===== config.mk =====
export PLATFORM = sky130hd
export DESIGN_NAME = rob_recovery_ctrl_flat
export DESIGN_NICKNAME = d
export VERILOG_FILES = /design/src/rtl/rob_recovery_ctrl_if.sv /design/src/rtl/rob_recovery_ctrl.sv /design/src/flat_wrapper.sv
export SDC_FILE = /design/constraint.sdc
export NUM_CORES = 1
export LEC_CHECK = 0
export ABC_AREA = 1
export CAP_MARGIN = 20
export CORE_MARGIN = 1
export CORE_UTILIZATION = 40
export DETAILED_ROUTE_END_ITERATION = 16
export GPL_ROUTABILITY_DRIVEN = 0
export PLACE_DENSITY = 0.82
export SETUP_SLACK_MARGIN = 0.05
export SKIP_CTS_REPAIR_TIMING = 1
export SLEW_MARGIN = 20
export SYNTH_ARGS = -nofsm -noshare
export SYNTH_HDL_FRONTEND = slang
export SYNTH_SLANG_ARGS = --single-unit

===== constraint.sdc =====
create_clock -name clock_i -period 3.3 [get_ports clock_i]
set_input_delay 0.66 -clock clock_i [delete_from_list [all_inputs] [get_ports clock_i]]
set_output_delay 0.66 -clock clock_i [all_outputs]
set_load 0.005 [all_outputs]

===== src/rtl/rob_recovery_ctrl_if.sv =====
// Bundle between the misprediction recovery controller and its surroundings:
// requester, ROB walk read port, map table, free list, ROB rollback and fetch.
interface rob_recovery_ctrl_if #(
  parameter int ROB_SIZE = 32,
  parameter int PRF_SIZE = 64,
  parameter int RF_SIZE  = 32,
  parameter int WIDTH    = 2,
  parameter int XLEN     = 32
);
  localparam int IW = $clog2(ROB_SIZE);
  localparam int PW = $clog2(PRF_SIZE);
  localparam int AW = $clog2(RF_SIZE);

  logic                         mispredict_req;
  logic [IW-1:0]                mispredict_idx;
  logic [XLEN-1:0]              mispredict_pc;
  logic [IW-1:0]                rob_tail;
  logic                         mispredict_ack;
  logic [WIDTH-1:0][IW-1:0]     walk_idx;
  logic [WIDTH-1:0]             walk_valid;
  logic [WIDTH-1:0][AW-1:0]     walk_rd;
  logic [WIDTH-1:0][PW-1:0]     walk_T;
  logic [WIDTH-1:0][PW-1:0]     walk_T_old;
  logic [WIDTH-1:0]             map_restore_en;
  logic [WIDTH-1:0][AW-1:0]     map_restore_rd;
  logic [WIDTH-1:0][PW-1:0]     map_restore_T_old;
  logic [WIDTH-1:0]             freelist_return_en;
  logic [WIDTH-1:0][PW-1:0]     freelist_return_T;
  logic                         rollback_en;
  logic [IW-1:0]                recover_head;
  logic                         fetch_redirect_en;
  logic [XLEN-1:0]              fetch_redirect_pc;
  logic                         dispatch_stall;
  logic                         busy;

  modport master (
    output mispredict_req, mispredict_idx, mispredict_pc, rob_tail,
           walk_valid, walk_rd, walk_T, walk_T_old,
    input  mispredict_ack, walk_idx, map_restore_en, map_restore_rd, map_restore_T_old,
           freelist_return_en, freelist_return_T, rollback_en, recover_head,
           fetch_redirect_en, fetch_redirect_pc, dispatch_stall, busy
  );

  modport slave (
    input  mispredict_req, mispredict_idx, mispredict_pc, rob_tail,
           walk_valid, walk_rd, walk_T, walk_T_old,
    output mispredict_ack, walk_idx, map_restore_en, map_restore_rd, map_restore_T_old,
           freelist_return_en, freelist_return_T, rollback_en, recover_head,
           fetch_redirect_en, fetch_redirect_pc, dispatch_stall, busy
  );
endinterface


===== src/rtl/rob_recovery_ctrl.sv =====
// Misprediction recovery sequencer: walks the ROB youngest-first undoing renames,
// then truncates the ROB and redirects fetch while holding dispatch stalled.
module rob_recovery_ctrl #(
  parameter int ROB_SIZE = 32,
  parameter int PRF_SIZE = 64,
  parameter int RF_SIZE  = 32,
  parameter int WIDTH    = 2,
  parameter int XLEN     = 32
) (
  input logic                clock_i,
  input logic                reset_ni,
  rob_recovery_ctrl_if.slave rcv_if
);
  localparam int IW = $clog2(ROB_SIZE);

  typedef enum logic [1:0] {
    S_IDLE     = 2'd0,
    S_WALK     = 2'd1,
    S_COMMIT   = 2'd2,
    S_REDIRECT = 2'd3
  } state_e;

  state_e          state_q, state_d;
  logic [IW-1:0]   cursor_q, cursor_d;
  logic [IW:0]     remaining_q, remaining_d;
  logic [IW-1:0]   idx_q, idx_d;
  logic [XLEN-1:0] pc_q, pc_d;
  logic [WIDTH-1:0] lane_act_s;
  logic [IW:0]      n_s;

  // A lane is live only while fewer than `remaining` entries precede it in this cycle.
  always_comb begin
    n_s = (IW+1)'(0);
    for (int i = 0; i < WIDTH; i++) begin
      lane_act_s[i] = (state_q == S_WALK) && ((IW+1)'(i) < remaining_q);
      if (lane_act_s[i]) begin
        n_s = n_s + (IW+1)'(1);
      end else begin
        n_s = n_s;
      end
    end
  end

  // Next-state and datapath update for the recovery sequence.
  always_comb begin
    state_d     = state_q;
    cursor_d    = cursor_q;
    remaining_d = remaining_q;
    idx_d       = idx_q;
    pc_d        = pc_q;
    case (state_q)
      S_IDLE: begin
        if (rcv_if.mispredict_req) begin
          idx_d       = rcv_if.mispredict_idx;
          pc_d        = rcv_if.mispredict_pc;
          cursor_d    = rcv_if.rob_tail - IW'(1);
          remaining_d = {1'b0, IW'(rcv_if.rob_tail - rcv_if.mispredict_idx - IW'(1))};
          state_d     = (remaining_d != (IW+1)'(0)) ? S_WALK : S_COMMIT;
        end else begin
          state_d = S_IDLE;
        end
      end
      S_WALK: begin
        cursor_d    = cursor_q - IW'(n_s);
        remaining_d = remaining_q - n_s;
        if (remaining_d == (IW+1)'(0)) begin
          state_d = S_COMMIT;
        end else begin
          state_d = S_WALK;
        end
      end
      S_COMMIT:   state_d = S_REDIRECT;
      S_REDIRECT: state_d = S_IDLE;
      default:    state_d = S_IDLE;
    endcase
  end

  // State registers; an asynchronous reset abandons any walk in progress.
  always_ff @(posedge clock_i or negedge reset_ni) begin
    if (!reset_ni) begin
      state_q     <= S_IDLE;
      cursor_q    <= '0;
      remaining_q <= '0;
      idx_q       <= '0;
      pc_q        <= '0;
    end else begin
      state_q     <= state_d;
      cursor_q    <= cursor_d;
      remaining_q <= remaining_d;
      idx_q       <= idx_d;
      pc_q        <= pc_d;
    end
  end

  // Output decode; lane 0 is youngest, the map table resolves same-rd writes to the higher lane.
  always_comb begin
    for (int i = 0; i < WIDTH; i++) begin
      rcv_if.walk_idx[i]           = (state_q == S_WALK) ? (cursor_q - IW'(i)) : IW'(0);
      rcv_if.map_restore_en[i]     = lane_act_s[i] & rcv_if.walk_valid[i];
      rcv_if.freelist_return_en[i] = lane_act_s[i] & rcv_if.walk_valid[i];
      rcv_if.map_restore_rd[i]     = rcv_if.walk_rd[i];
      rcv_if.map_restore_T_old[i]  = rcv_if.walk_T_old[i];
      rcv_if.freelist_return_T[i]  = rcv_if.walk_T[i];
    end
    rcv_if.mispredict_ack    = rcv_if.mispredict_req && (state_q == S_IDLE);
    rcv_if.busy              = (state_q != S_IDLE);
    rcv_if.dispatch_stall    = (state_q != S_IDLE) || rcv_if.mispredict_req;
    rcv_if.rollback_en       = (state_q == S_COMMIT);
    rcv_if.recover_head      = (state_q == S_COMMIT) ? (idx_q + IW'(1)) : IW'(0);
    rcv_if.fetch_redirect_en = (state_q == S_REDIRECT);
    rcv_if.fetch_redirect_pc = (state_q == S_REDIRECT) ? pc_q : XLEN'(0);
  end
endmodule


===== src/flat_wrapper.sv =====
// flat-port wrapper written by rule: the top's interface ports become plain ports
module rob_recovery_ctrl_flat 
#(
  parameter int ROB_SIZE = 32,
  parameter int PRF_SIZE = 64,
  parameter int RF_SIZE  = 32,
  parameter int WIDTH    = 2,
  parameter int XLEN     = 32
)
  (clock_i, reset_ni, rcv_if_mispredict_req, rcv_if_mispredict_idx, rcv_if_mispredict_pc, rcv_if_rob_tail, rcv_if_walk_valid, rcv_if_walk_rd, rcv_if_walk_T, rcv_if_walk_T_old, rcv_if_mispredict_ack, rcv_if_walk_idx, rcv_if_map_restore_en, rcv_if_map_restore_rd, rcv_if_map_restore_T_old, rcv_if_freelist_return_en, rcv_if_freelist_return_T, rcv_if_rollback_en, rcv_if_recover_head, rcv_if_fetch_redirect_en, rcv_if_fetch_redirect_pc, rcv_if_dispatch_stall, rcv_if_busy);
  rob_recovery_ctrl_if #(.ROB_SIZE(ROB_SIZE), .PRF_SIZE(PRF_SIZE), .RF_SIZE(RF_SIZE), .WIDTH(WIDTH), .XLEN(XLEN)) rcv_if_i ();
  input logic clock_i;
  input logic reset_ni;
  input wire logic [$bits(rcv_if_i.mispredict_req)-1:0] rcv_if_mispredict_req;
  input wire logic [$bits(rcv_if_i.mispredict_idx)-1:0] rcv_if_mispredict_idx;
  input wire logic [$bits(rcv_if_i.mispredict_pc)-1:0] rcv_if_mispredict_pc;
  input wire logic [$bits(rcv_if_i.rob_tail)-1:0] rcv_if_rob_tail;
  input wire logic [$bits(rcv_if_i.walk_valid)-1:0] rcv_if_walk_valid;
  input wire logic [$bits(rcv_if_i.walk_rd)-1:0] rcv_if_walk_rd;
  input wire logic [$bits(rcv_if_i.walk_T)-1:0] rcv_if_walk_T;
  input wire logic [$bits(rcv_if_i.walk_T_old)-1:0] rcv_if_walk_T_old;
  output wire logic [$bits(rcv_if_i.mispredict_ack)-1:0] rcv_if_mispredict_ack;
  output wire logic [$bits(rcv_if_i.walk_idx)-1:0] rcv_if_walk_idx;
  output wire logic [$bits(rcv_if_i.map_restore_en)-1:0] rcv_if_map_restore_en;
  output wire logic [$bits(rcv_if_i.map_restore_rd)-1:0] rcv_if_map_restore_rd;
  output wire logic [$bits(rcv_if_i.map_restore_T_old)-1:0] rcv_if_map_restore_T_old;
  output wire logic [$bits(rcv_if_i.freelist_return_en)-1:0] rcv_if_freelist_return_en;
  output wire logic [$bits(rcv_if_i.freelist_return_T)-1:0] rcv_if_freelist_return_T;
  output wire logic [$bits(rcv_if_i.rollback_en)-1:0] rcv_if_rollback_en;
  output wire logic [$bits(rcv_if_i.recover_head)-1:0] rcv_if_recover_head;
  output wire logic [$bits(rcv_if_i.fetch_redirect_en)-1:0] rcv_if_fetch_redirect_en;
  output wire logic [$bits(rcv_if_i.fetch_redirect_pc)-1:0] rcv_if_fetch_redirect_pc;
  output wire logic [$bits(rcv_if_i.dispatch_stall)-1:0] rcv_if_dispatch_stall;
  output wire logic [$bits(rcv_if_i.busy)-1:0] rcv_if_busy;
  assign rcv_if_i.mispredict_req = rcv_if_mispredict_req;
  assign rcv_if_i.mispredict_idx = rcv_if_mispredict_idx;
  assign rcv_if_i.mispredict_pc = rcv_if_mispredict_pc;
  assign rcv_if_i.rob_tail = rcv_if_rob_tail;
  assign rcv_if_i.walk_valid = rcv_if_walk_valid;
  assign rcv_if_i.walk_rd = rcv_if_walk_rd;
  assign rcv_if_i.walk_T = rcv_if_walk_T;
  assign rcv_if_i.walk_T_old = rcv_if_walk_T_old;
  assign rcv_if_mispredict_ack = rcv_if_i.mispredict_ack;
  assign rcv_if_walk_idx = rcv_if_i.walk_idx;
  assign rcv_if_map_restore_en = rcv_if_i.map_restore_en;
  assign rcv_if_map_restore_rd = rcv_if_i.map_restore_rd;
  assign rcv_if_map_restore_T_old = rcv_if_i.map_restore_T_old;
  assign rcv_if_freelist_return_en = rcv_if_i.freelist_return_en;
  assign rcv_if_freelist_return_T = rcv_if_i.freelist_return_T;
  assign rcv_if_rollback_en = rcv_if_i.rollback_en;
  assign rcv_if_recover_head = rcv_if_i.recover_head;
  assign rcv_if_fetch_redirect_en = rcv_if_i.fetch_redirect_en;
  assign rcv_if_fetch_redirect_pc = rcv_if_i.fetch_redirect_pc;
  assign rcv_if_dispatch_stall = rcv_if_i.dispatch_stall;
  assign rcv_if_busy = rcv_if_i.busy;
  rob_recovery_ctrl #(.ROB_SIZE(ROB_SIZE), .PRF_SIZE(PRF_SIZE), .RF_SIZE(RF_SIZE), .WIDTH(WIDTH), .XLEN(XLEN)) u_core (.clock_i(clock_i), .reset_ni(reset_ni), .rcv_if(rcv_if_i));
endmodule

==> run_results.csv <==
group,metric,value,unit
outcome,status,"completed",
clock_tree,clockRootBuffer,"clkbuf_8",
timing,rsz0062_at_grt,"false",
detailed_routing,avgRoutedWirePerCell,11.9,microns
grt,antenna_found_initial,0,
timing,fmax,375,MHz
layout,post-route-util,53.4,%
critical_path,crit_slowest_cell,"dfrtp_1",
clock_tree,clk_latency,0.30,ns
layout,nNetsFinal,583,
placed_design,port_buffers,102,
critical_path,cp_cell_sequence,"nor2_1 -> nand2_1 -> o21ai_1 -> inv_1 -> a21oi_2 -> inv_1 -> ha_1 -> ha_1 -> inv_1 -> fa_1 -> inv_1 -> nand2_1 -> o21ai_0 -> nand3_1 -> nand2_1 -> nand2_1 -> o21ai_0",
critical_path,required,3.52,ns
grt,first_global_vias,2816,
synth,avgSynthCellArea,7.59,sq um
die,start_util,41.6,%
detailed_routing,drt-vias-per-instance,4.74,
timing,finClkSkew,0.0126,ns
critical_path,critPathKind,"flip-flop to flip-flop",
grt,grt-ovfl-total,0,
synth,netlist_instances,423,
die,io_pins,171,
clock_tree,cts_buffers,5,
grt,grt_pass1_wl,12.4,mm
synth,syn_nets,519,
synth,synth_warnings,0,
layout,n_fill_cell,682,
flow_run,max_cap_viol_count,0,
detailed_routing,drt_iter0_markers,73,
detailed_routing,drt_pass1_iterations,4,
synth,synth_edf_count,0,
layout,multi_input_area,1330,sq um
synth,synth_top_area_share,39.0,%
synth,dominantRegCellSynth,"dfrtp_1",
die,die_w,91.6,microns
detailed_routing,num_vias,2799,
timing,tightest_slew,0.642,ns
die,num_rows,32,
timing,post-route-period-util,80.9,%
layout,drive_gt1_share,6.35,%
synth,yosysSeqAreaShare,39.0,%
timing,hold_viol,0,
die,core,7730,sq um
synth,synth_seq_cells,50,
grt,grt_max_degree,69,
synth,synth.area.top_cells,"dfrtp_1 39%, nand2_1 9.7%, buf_4 9.3%, inv_1 8.2%, nor2_1 6.5%",
synth,synth_cell_type_count,33,
synth,synth_area,3210,sq um
timing,slew_violations,0,
timing,finalSetupTns,0,ns
power_and_ir_drop,cellLeakagePower,1.94,nW
die,die_h,91.6,microns
clock_tree,path_clk_slew,0.10,ns
layout,final-seq-area,1250,sq um
synth,yosysMostFrequentCell,"nand2_1",
timing,slew_headroom,57.2,%
power_and_ir_drop,powerDensity,774,nW/um^2
grt,globalRouteTotalUtil,17.9,%
synth,ys_top_cells_by_count,"83 x nand2_1, 70 x inv_1, 56 x nor2_1",
detailed_routing,drc_errors,0,
clock_tree,clk_path_buf_depth,2,
clock_tree,clock_sinks,50,
layout,diodes,0,
placed_design,dpl.hpwl,5.30,mm
critical_path,cp-end-kind,"flip-flop",
timing,min_period,2.67,ns
power_and_ir_drop,irDropWorstVdd,0.391,mV
critical_path,worstSetupStartpointType,"flip-flop",
critical_path,cp_max_fo,4,
die,die_area,8390,sq um
timing,setup_viol,0,
detailed_routing,routed_wl,7.01,mm
synth,synth_top_cell_by_area,"dfrtp_1",
critical_path,cp.arrival,2.89,ns
synth,async_reset_ff_share,100,%
min_path,holdCritPathClass,"input port to asynchronous set/reset pin",
detailed_routing,postRouteAntennaNets,0,
layout,area_growth,28.4,%
clock_tree,cts.htree.levels,2,
clock_tree,cts_tree,"done",
critical_path,max_stage_delay,0.43,ns
==> path summary, 6_finish.rpt <==
check / from / endpoint / slack (ns) / cells past startpoint
max: u_core.remaining_q[2] / u_core.cursor_q[4] / 0.63 / 17
min: reset_ni / u_core.cursor_q[4] / 0.32 / 1
max reg2reg: u_core.remaining_q[2] / u_core.cursor_q[4] / 0.63 / 17
min reg2reg: u_core.pc_q[28] / u_core.pc_q[28] / 0.53 / 2
max in group asynchronous: reset_ni / u_core.remaining_q[3] / 2.21 / 2
min in group clock_i: u_core.pc_q[28] / u_core.pc_q[28] / 0.53 / 2
==> power breakdown <==
part	internal (W)	switching [W]
logic	0.000778	0.000965
registers	0.000914	0.000163
clock network	0.000157	0.000215
total	0.00185	0.00134
==> layout by cell type (no fill, tap or decap), types with 3 or more instances in the layout <==
cell and count:
clkdlybuf4s50_1 101, nand2_1 83, inv_1 70, nor2_1 56, dfrtp_1 50, o21ai_0 35
nand3_1 18, ha_1 13, o21ai_2 9, xor2_1 6, o221ai_1 6, clkbuf_8 5
nand4_1 4, buf_4 4, a21oi_1 3
==> registers in the layout, indices dropped and copies added, names as in the netlist <==
name                cells
u_core.state_q          2
u_core.idx_q            5
u_core.cursor_q         5
u_core.remaining_q      6
u_core.pc_q            32
==> worst max-delay path, delay by kind of cell, from the launching register on <==
| family | cells | cell delay (ns) |
|---|---|---|
| buffers and inverters | 4 | 0.28 |
| flip-flops | 1 | 0.43 |
| AO/OA/AOI/OAI | 4 | 0.54 |
| AND/OR/NAND/NOR | 6 | 0.48 |
| adder cells (fa/ha/maj) | 3 | 0.85 |
==> cell type report <==
class | count | area share (%)
clock buffer | 5 | 1.67
clock inverter | 3 | 0.698
inverter | 73 | 6.70
multi-input combinational | 251 | 32.2
sequential | 50 | 30.3
tap | 102 | 3.09
timing repair buffer | 106 | 25.4
==> per-layer routing <==
layer | global-route usage (%) | part of all wire, % | vias to the layer above | routed length [microns]
met5 | 0 | 0 | - | 0
met4 | 5.29 | 1.0 | 0 | 72
met3 | 3.43 | 6.3 | 12 | 443
met2 | 31.0 | 48 | 97 | 3390
met1 | 22.6 | 44 | 1291 | 3110
li1 | - | - | 1399 | -
==> cell families (layout without fill, tap and decap cells) <==
| kind of cell | after synthesis | count (layout) | share of synthesized area (%) |
|---|---|---|---|
| AOI/OAI and AO/OA | 59 | 59 | 11.3 |
| xor gates and xnor gates | 8 | 8 | 2.18 |
| adders and majority gates | 15 | 15 | 6.31 |
| buffers and inverters | 122 | 187 | 19.8 |
| DFF | 50 | 50 | 39.0 |
| and+or+nand+nor | 169 | 169 | 21.5 |
==> stage by stage <==
stage / hold WS (ns) / cell area [sq um] / power (W) / instances / setup slack (ns)
floorplan: 0.364 / 3210 / 0.00229 / 423 / 0.930
global placement: 0.501 / 4030 / 0.00276 / 582 / 0.648
detailed placement: 0.503 / 4030 / 0.00283 / 582 / 0.646
CTS: 0.326 / 4130 / 0.00323 / 590 / 0.599
global route: 0.350 / 4130 / 0.00353 / 590 / 0.291
finish: 0.318 / 4130 / 0.00319 / 590 / 0.631
Note: power is estimated with default switching activity, not from simulation.
